$ cat config.mk
export PLATFORM = sky130hd
export DESIGN_NAME = ifu_fetch_ctrl
export DESIGN_NICKNAME = d
export VERILOG_FILES = /design/src/rtl/ifu_pkg.sv /design/src/rtl/ifu_fifo.sv /design/src/rtl/ifu_fifo_chk.sv /design/src/rtl/ifu_fetch_ctrl.sv
export SDC_FILE = /design/constraint.sdc
export NUM_CORES = 1
export LEC_CHECK = 0
export ABC_AREA = 0
export ABC_CLOCK_PERIOD_IN_PS = 5250
export CAP_MARGIN = 20
export CORE_AREA = 2 2 142 144
export CTS_BUF_LIST = sky130_fd_sc_hd__clkbuf_4
export CTS_CLUSTER_SIZE = 25
export DETAILED_ROUTE_END_ITERATION = 6
export DIE_AREA = 0 0 144 146
export DONT_BUFFER_PORTS = 1
export GPL_TIMING_DRIVEN = 0
export MAX_ROUTING_LAYER = met4
export PLACE_DENSITY_LB_ADDON = 0.25
export SLEW_MARGIN = 20
export SYNTH_ARGS = -nofsm -noshare
export SYNTH_HDL_FRONTEND = slang
export SYNTH_HIERARCHICAL = 1
export SYNTH_SLANG_ARGS = --single-unit
$ cat constraint.sdc
create_clock -name clk -period 5.25 [get_ports clk]
set_input_delay 0.2625 -clock clk [delete_from_list [all_inputs] [get_ports clk]]
set_output_delay 0.2625 -clock clk [all_outputs]
set_load 0.1 [all_outputs]
$ cat src/rtl/ifu_pkg.sv
// Shared types and constants for the instruction-fetch unit.
package ifu_pkg;

  localparam logic [31:0] IFU_RESET_PC = 32'h0000_3000;

  typedef enum logic [1:0] {
    BOOT = 2'd0,
    RUN  = 2'd1,
    HALT = 2'd2
  } ifu_state_e;

  typedef struct packed {
    logic [31:0] pc;
    logic [31:0] instr;
    logic        exc;
  } ifu_entry_t;

  // Legal fetch: word aligned and inside the ROM window starting at base
  function automatic logic ifu_pc_legal(input logic [31:0] pc, input logic [31:0] base,
                                        input int unsigned aw);
    logic [32:0] limit;
    limit = {1'b0, base} + (33'd4 << aw);
    return (pc[1:0] == 2'b00) && (pc >= base) && ({1'b0, pc} < limit);
  endfunction

endpackage

$ cat src/rtl/ifu_fifo.sv
// Prefetch FIFO of {pc, instr, exc} entries with flush; head entry is always presented.
module ifu_fifo
  import ifu_pkg::*;
#(
  parameter int DEPTH = 2
) (
  input  logic                     clk,
  input  logic                     reset,
  input  logic                     flush,
  input  logic                     push,
  input  ifu_entry_t               push_data,
  input  logic                     pop,
  output ifu_entry_t               head,
  output logic [$clog2(DEPTH):0]   count
);

  localparam int PW = $clog2(DEPTH);
  localparam logic [PW:0] FULL_CNT = DEPTH[PW:0];

  ifu_entry_t    mem_r [DEPTH];
  logic [PW-1:0] wr_ptr_r;
  logic [PW-1:0] rd_ptr_r;
  logic [PW:0]   count_r;
  logic          do_push_s;
  logic          do_pop_s;
  logic          full_s;

  assign full_s    = (count_r == FULL_CNT);
  assign do_pop_s  = pop && (count_r != '0);
  assign do_push_s = push && (!full_s || do_pop_s);
  assign head      = mem_r[rd_ptr_r];
  assign count     = count_r;

  // Storage, pointers and occupancy; flush drops all entries but leaves storage as is
  always_ff @(posedge clk or posedge reset) begin
    if (reset) begin
      for (int i = 0; i < DEPTH; i++) begin
        mem_r[i] <= '0;
      end
      wr_ptr_r <= '0;
      rd_ptr_r <= '0;
      count_r  <= '0;
    end else if (flush) begin
      wr_ptr_r <= '0;
      rd_ptr_r <= '0;
      count_r  <= '0;
    end else begin
      if (do_push_s) begin
        mem_r[wr_ptr_r] <= push_data;
        wr_ptr_r        <= wr_ptr_r + PW'(1);
      end
      if (do_pop_s) begin
        rd_ptr_r <= rd_ptr_r + PW'(1);
      end
      count_r <= count_r + {{PW{1'b0}}, do_push_s} - {{PW{1'b0}}, do_pop_s};
    end
  end

  ifu_fifo_chk u_chk (
    .clk   (clk),
    .reset (reset),
    .push  (push),
    .full  (full_s)
  );

endmodule

$ cat src/rtl/ifu_fifo_chk.sv
// Protocol checker for the prefetch FIFO: a landing response must always find room.
module ifu_fifo_chk (
  input logic clk,
  input logic reset,
  input logic push,
  input logic full
);

  a_no_push_when_full: assert property (@(posedge clk) disable iff (reset) !(push && full));

endmodule

$ cat src/rtl/ifu_fetch_ctrl.sv
// Instruction-fetch sequencer: fetch PC, 1-cycle ROM latency absorption, prefetch FIFO, redirect/halt.
// Define IFU_ADDR_CHECK_EN to turn illegal fetch addresses into exception entries instead of ROM reads.
module ifu_fetch_ctrl
  import ifu_pkg::*;
#(
  parameter logic [31:0] RESET_PC  = IFU_RESET_PC,
  parameter int          IM_AW     = 10,
  parameter int          BUF_DEPTH = 2
) (
  input  logic             clk,
  input  logic             reset,
  output logic             imem_rd_en,
  output logic [IM_AW-1:0] imem_addr,
  input  logic [31:0]      imem_rdata,
  input  logic             redirect_valid,
  input  logic [31:0]      redirect_pc,
  input  logic             halt_req,
  output logic             out_valid,
  input  logic             out_ready,
  output logic [31:0]      out_pc,
  output logic [31:0]      out_instr,
  output logic             out_exc,
  output logic             halted
);

  localparam int          CW      = $clog2(BUF_DEPTH) + 1;
  localparam logic [CW:0] DEPTH_W = BUF_DEPTH[CW:0];

  ifu_state_e    state_r;
  ifu_state_e    state_s;
  logic [31:0]   fetch_pc_r;
  logic [31:0]   pc_q_r;
  logic          inflight_r;
  logic          inflight_exc_r;
  logic          inflight_epoch_r;
  logic          epoch_r;
  logic [CW-1:0] count_s;
  logic [CW:0]   occ_s;
  logic          pop_s;
  logic          push_s;
  logic          issue_s;
  logic          bad_issue_s;
  logic          pc_legal_s;
  ifu_entry_t    push_entry_s;
  ifu_entry_t    head_s;

`ifdef IFU_ADDR_CHECK_EN
  assign pc_legal_s = ifu_pc_legal(fetch_pc_r, RESET_PC, IM_AW);
`else
  assign pc_legal_s = 1'b1;
`endif

  // Occupancy after this cycle's pop and landing; lets a pop free a slot for back-to-back issue
  assign out_valid = (count_s != '0);
  assign pop_s     = out_valid && out_ready;
  assign occ_s     = {1'b0, count_s} - {{CW{1'b0}}, pop_s} + {{CW{1'b0}}, inflight_r};
  assign push_s    = inflight_r && (inflight_epoch_r == epoch_r);

  assign push_entry_s.pc    = pc_q_r;
  assign push_entry_s.instr = inflight_exc_r ? 32'h0000_0000 : imem_rdata;
  assign push_entry_s.exc   = inflight_exc_r;

  assign imem_rd_en = issue_s;
  assign imem_addr  = fetch_pc_r[IM_AW+1:2];
  assign out_pc     = head_s.pc;
  assign out_instr  = head_s.instr;
  assign out_exc    = head_s.exc;
  assign halted     = (state_r == HALT);

  // State register
  always_ff @(posedge clk or posedge reset) begin
    if (reset) begin
      state_r <= BOOT;
    end else begin
      state_r <= state_s;
    end
  end

  // Issue decision and next state; redirect overrides halt and any pending issue
  always_comb begin
    state_s     = state_r;
    issue_s     = 1'b0;
    bad_issue_s = 1'b0;
    if ((state_r == RUN) && !redirect_valid && (occ_s < DEPTH_W)) begin
      issue_s     = pc_legal_s;
      bad_issue_s = !pc_legal_s;
    end else begin
      issue_s     = 1'b0;
      bad_issue_s = 1'b0;
    end
    if (redirect_valid) begin
      state_s = RUN;
    end else begin
      case (state_r)
        BOOT: state_s = RUN;
        RUN: begin
          if (halt_req || bad_issue_s) begin
            state_s = HALT;
          end else begin
            state_s = RUN;
          end
        end
        HALT:    state_s = HALT;
        default: state_s = BOOT;
      endcase
    end
  end

  // Fetch PC, in-flight read tag and redirect epoch
  always_ff @(posedge clk or posedge reset) begin
    if (reset) begin
      fetch_pc_r       <= RESET_PC;
      pc_q_r           <= 32'h0000_0000;
      inflight_r       <= 1'b0;
      inflight_exc_r   <= 1'b0;
      inflight_epoch_r <= 1'b0;
      epoch_r          <= 1'b0;
    end else begin
      inflight_r       <= issue_s || bad_issue_s;
      inflight_exc_r   <= bad_issue_s;
      inflight_epoch_r <= epoch_r;
      if (issue_s || bad_issue_s) begin
        pc_q_r <= fetch_pc_r;
      end
      if (redirect_valid) begin
        epoch_r    <= !epoch_r;
        fetch_pc_r <= redirect_pc;
      end else if (issue_s) begin
        fetch_pc_r <= fetch_pc_r + 32'd4;
      end
    end
  end

  ifu_fifo #(
    .DEPTH (BUF_DEPTH)
  ) u_fifo (
    .clk       (clk),
    .reset     (reset),
    .flush     (redirect_valid),
    .push      (push_s),
    .push_data (push_entry_s),
    .pop       (pop_s),
    .head      (head_s),
    .count     (count_s)
  );

endmodule

==> results of run 1 <==
==> path summary, 6_finish.rpt <==
path / start / to / slack (ns) / depth (start not counted)
setup / recovery: u_fifo/count[1]$_DFF_PP0_ / imem_rd_en / 0.46 / 10
max in group asynchronous: reset / u_fifo/mem_r[16]$_DFFE_PP0P_ / 4.34 / 3
hold / removal: reset / u_fifo/mem_r[41]$_DFFE_PP0P_ / 0.13 / 2
min in group clk: out_ready / u_fifo/rd_ptr_r$_DFFE_PP0P_ / 0.13 / 4
hold reg to reg: epoch_r$_DFFE_PP0P_ / inflight_epoch_r$_DFF_PP0_ / 0.45 / 0
setup reg to reg: u_fifo/count[1]$_DFF_PP0_ / pc_q_r[24]$_DFFE_PP0P_ / 1.10 / 12
==> power breakdown <==
| part | switching, µW | leakage, µW | internal (µW) |
|---|---|---|---|
| sequential | 405 | 0.00258 | 2160 |
| clock | 629 | 0.000408 | 746 |
| combinational | 2800 | 0.00225 | 932 |
| total | 3830 | 0.00523 | 3840 |
==> metrics by stage <==
stage | util | hold WS [ns]
after floorplan | - | 0.328
after global placement | 0.510 | 0.330
after detailed placement | 0.514 | 0.0886
after CTS | 0.584 | 0.0617
after global routing | 0.584 | 0.112
final | 0.584 | 0.128
==> cells by family after synthesis <==
logic type	after synthesis
mux	204
flops	203
simple gates	199
compound gates	68
buf+inv	60
xor+xnor	7
fa+ha+maj	5
other cells	1
==> cells in the final DEF (no fill, tap or decap), drive strengths merged, types with 9 or more instances in the layout <==
| master | instances |
|---|---|
| nand2 | 125 |
| inv | 12 |
| dlygate4sd3 | 67 |
| mux2 | 197 |
| clkbuf | 91 |
| buf | 41 |
| clkinv | 11 |
| o311ai | 9 |
| dfrtp | 201 |
| nor2 | 13 |
| nand3 | 15 |
| nand4 | 11 |
| o21ai | 18 |
| o211ai | 9 |
==> final cells by class <==
cell class / instances / area, µm² / area share
Multi-Input combinational cell: 485 / 4060 / 0.360
Tap cell: 265 / 332 / 0.0294
Antenna cell: 2 / 5.00 / 0.000443
Timing Repair Buffer: 69 / 726 / 0.0643
Clock inverter: 13 / 75.1 / 0.00665
Sequential cell: 203 / 5080 / 0.450
Buffer: 49 / 350 / 0.0310
Clock buffer: 81 / 608 / 0.0538
Inverter: 11 / 51.3 / 0.00454
==> state kept, by name (all words and copies together), names as in the netlist <==
| name | cells |
|---|---|
| u_fifo/mem_r | 130 |
| fetch_pc_r | 32 |
| pc_q_r | 32 |
| state_r | 2 |
| u_fifo/count | 2 |
| epoch_r | 1 |
| inflight_epoch_r | 1 |
| inflight_r | 1 |
| u_fifo/rd_ptr_r | 1 |
| u_fifo/wr_ptr_r | 1 |
==> synth_stat cells, types with 6 or more instances <==
cell type and n:
mux2i_1 7, mux2_4 50, dfrtp_1 201, nand4_1 8
clkbuf_1 10, o311ai_0 6, nand2_1 125, a21oi_1 8
o211ai_1 9, nor2_1 11, buf_2 14, buf_4 15
nand3_1 13, o21ai_0 18, mux2_2 147, inv_1 10
==> routing by layer <==
metal / vias to the layer above / GRT usage
met5: - / -
met4: 0 / 0.0686
met3: 22 / 0.0559
met2: 214 / 0.368
met1: 3256 / 0.280
li1: 2925 / -
==> critical path, cell delays in order (launching register included) <==
cell	delay, ns
dfrtp_1	0.46
or2_2	0.55
and2_1	0.29
ha_1	0.27
nand2b_1	0.15
fa_1	0.37
xnor2_1	0.39
nand2_1	0.19
inv_2	0.22
buf_2	0.31
buf_2	0.66
==> qor.txt, run 1 <==
Compound-Gate Fraction of Synth Area = 0.0488
CP required = 4.99 ns
CP arrival = 4.53 ns
Syn Area/Cell = 12.8 µm²
Clock root cell = clkbuf_4
Postcts setup bufs = 0
Slew @ Worst Pin = 1.09 ns
Cell Area, Synth = 9530 µm²
Fin area = 11300 µm²
Worst setup SP type = flop
Overall routing resource usage = 0.227
Die Y = 146 µm
Peak Freq = 209 MHz
Sequential share of the synthesized area = 0.533
ANT nets after route = 0
Power Density = 679 nW/µm²
CTS Sinks = 203
Post-synth EDFFs = 0
Met3 WL = 1410 µm
Routed len/inst = 19.4 µm
Area after DPL = 9930 µm²
Synth Area in Adders = 0.00735
Vias in the first global route = 6971
Final Hold Viols = 0
Die width = 144 µm
CP Class = flop to output pin
Status = finished clean
Fillcell total = 1578
Fraction of registers with async set/reset = 1.00
Finished Layout Cells = 1178
Pins over their slew limit = 0
# port buffers = 0
Ys flop type = dfrtp_1
Setup Viol. Count Final = 0
GRT overflow = 0
Max FO, Critical Path = 11
Crit share post-route = 0.913
Leading area contributor after synthesis = dfrtp_1
VDD IR-drop max = 304 µV
Area share of the largest cell type after synthesis = 0.528
Post-CTS resize count = 0
Synth-to-Final Area Change = 18.5%
Final net count = 948
Post-placement setup slack = 1.12 ns
Max-cap violations = 0
H-tree lvl count = 2
Vias = 6417
DR top layer = met4
Post-Route Setup TNS = 0 ns
Num rows = 51
Post-Synth XOR/XNOR Area = 0.00643
Placer Congestion = 0.846
Num CTS Buffers = 55
Initial antenna violation count = 1
Routed vias/inst = 5.45
DRT iter0 DRCs = 353
Core ar. = 19300 µm²
Pre-antenna DRT Iters = 4
DRC Markers = 0
Design Power = 7670 µW
Die ar. = 21000 µm²
Worst setup EP type = output pin
Post-synthesis register bit count = 203
Post-Syn Instances = 747
Largest family of logic cells by synthesized area = multiplexers
Final WL = 22900 µm
Worst-path clk slew = 0.06 ns
Leak Pwr = 0.00523 µW
CTS tree = yes
Initial Utilization = 0.493
Distinct cells, synth = 63
Largest net degree at the start of global routing = 105
Largest cells by area after synthesis = dfrtp_1 53%, mux2_2 17%, mux2_4 7.9%, nand2_1 4.9%, buf_4 1.2%
DP HPWL = 15700 µm
Layout Skew = 0.0238 ns
Post-synthesis simple-gate area fraction = 0.103
Clock Latency Late Sink = 0.66 ns
First-pass GRT wire length = 36500 µm
Wire length on met2 = 11300 µm
Cells after DPL = 1015
Yosys warns = 6
Hold-fix buffers, CTS = 67
Min Tclk post-route = 4.79 ns
Mux share of post-synthesis cell area = 0.260
Worst slew margin = 0.273
RSZ-0062 raised after global routing = false
Hold Path Class = primary input to async pin
Share of layout cells above drive strength 1 = 0.371
Top-level I/O count = 147
CTS Buffer Depth = 3
Setup WS post-layout = 0.458 ns
Routed met1 length = 9940 µm
(Power assumes the default switching activity.)
==> inputs of run 2 (changes only) <==
Settings changed: CORE_AREA 2 2 142 144 to 2 2 125 127, DIE_AREA 0 0 144 146 to 0 0 127 129.
==> run 2 against run 1 <==
Effect of this change:
- hold slack gained 0.0078 ns
- setup slack gained 0.035 ns
- sequential share of layout area grew 0.65 points
- die area shrank 22%
- critical path type unchanged
- critical endpoint unchanged
- largest cell class unchanged
- utilization grew 16 points
- highest routed layer unchanged
- first-iteration DRC count grew 9.6%
- critical path depth is the same
==> qor.txt, run 2 (same netlist as run 1, synthesis figures left out) <==
DRT iter0 DRCs = 387
Vias = 6468
Worst slew margin = 0.285
Die Y = 129 µm
Routed len/inst = 20.4 µm
Hold Path Class = primary input to async pin
Worst setup EP type = output pin
Fin area = 11100 µm²
Num rows = 45
Max FFs per register = 130
CTS tree = yes
Initial antenna violation count = 1
Worst-path clk slew = 0.07 ns
Max FO, Critical Path = 11
Status = finished clean
Hold-fix buffers, CTS = 67
Max-cap violations = 0
Peak Freq = 210 MHz
Most frequent cells in the layout = 201 x dfrtp_1, 147 x mux2_2, 125 x nand2_1
GRT overflow = 0
Postcts setup bufs = 0
Die ar. = 16400 µm²
Hold WS = 0.136 ns
ANT nets after route = 0
Synth-to-Final Area Change = 16.8%
Area after DPL = 9830 µm²
CP required = 4.99 ns
Final Hold Viols = 0
CTS Buffer Depth = 3
Min Tclk post-route = 4.76 ns
Final WL = 22300 µm
Top flop regs = u_fifo/mem_r (130), fetch_pc_r (32), pc_q_r (32)
Worst setup SP type = flop
Fillcell total = 991
Most common cell after layout, fill and taps aside = dfrtp_1
Share of layout cells above drive strength 1 = 0.373
# port buffers = 0
Largest net degree at the start of global routing = 103
RSZ-0062 raised after global routing = false
Vias in the first global route = 6850
Num CTS Buffers = 52
Reg2reg setup slack = 1.12 ns
Pre-antenna DRT Iters = 6
Initial Utilization = 0.636
Slew @ Worst Pin = 1.07 ns
Pins over their slew limit = 0
Crit share post-route = 0.906
First-pass GRT wire length = 35700 µm
Overall routing resource usage = 0.289
Layout Skew = 0.0291 ns
Clock Latency Late Sink = 0.66 ns
Top-level I/O count = 147
Placer Congestion = 0.892
Core ar. = 15000 µm²
DP HPWL = 14300 µm
CP arrival = 4.49 ns
CP Class = flop to output pin
Post-CTS resize count = 0
Die width = 127 µm
Setup Viol. Count Final = 0
Reg with most FFs = u_fifo/mem_r
CTS Sinks = 203
DRC Markers = 0
Routed vias/inst = 5.92
Final net count = 945
H-tree lvl count = 2
Clock root cell = clkbuf_4
Post-Route Setup TNS = 0 ns
-- run 2: cell count changes in the layout (fill, tap and decap cells not counted), sizes merged --
cell    before  now
bufinv       1    0
clkbuf      91   90
clkinv      11    7
diode        2    1
inv         12   11
-- run 2: path summary, 6_finish.rpt --
kind,startpoint,endpoint,cells past startpoint
max,u_fifo/count[1]$_DFF_PP0_,imem_rd_en,10
min,reset,u_fifo/mem_r[103]$_DFFE_PP0P_,2
max reg2reg,u_fifo/count[1]$_DFF_PP0_,pc_q_r[24]$_DFFE_PP0P_,12
min reg2reg,fetch_pc_r[0]$_DFFE_PP0P_,pc_q_r[0]$_DFFE_PP0P_,2
max in group asynchronous,reset,u_fifo/rd_ptr_r$_DFFE_PP0P_,3
min in group clk,redirect_valid,u_fifo/mem_r[127]$_DFFE_PP0P_,4
-- run 2: layer usage --
metal | vias to the layer above | track usage | wire length (µm)
li1 | 2904 | - | -
met1 | 3260 | 0.347 | 9000
met2 | 260 | 0.490 | 11400
met3 | 44 | 0.0624 | 1470
met4 | 0 | 0.0950 | 465
met5 | - | - | 0
-- run 2: cell type report --
cell class                 count  area, µm²  share of cell area
antenna                        1       2.50            0.000225
buffer                        49        350              0.0315
clock buffer                  80        601              0.0539
clock inverter                 7       28.8             0.00258
inverter                      11       51.3             0.00461
multi-input combinational    485       4060               0.365
sequential                   203       5080               0.457
tap                          188        235              0.0211
timing repair buffer          69        718              0.0645
-- run 2: worst max-delay path: stages, from the launching register on --
cell	delay, ns
dfrtp_1	0.47
or2_2	0.55
and2_1	0.29
ha_1	0.27
nand2b_1	0.16
fa_1	0.38
xnor2_1	0.35
nand2_1	0.19
inv_2	0.24
buf_2	0.31
buf_2	0.63
-- run 2: metrics by stage --
step | util | setup WS (ns) | instances
4_1_cts | 0.743 | 0.467 | 1092
3_5_place_dp | 0.656 | 1.15 | 938
6_report | 0.743 | 0.493 | 1093
5_1_grt | 0.743 | 0.313 | 1093
2_1_floorplan | - | 1.40 | 748
3_3_place_gp | 0.652 | 0.262 | 936
Power of run 2 is left out: the tool's default activity adds up to more than one toggle a clock period on the data nets, which glitch-free logic cannot reach.
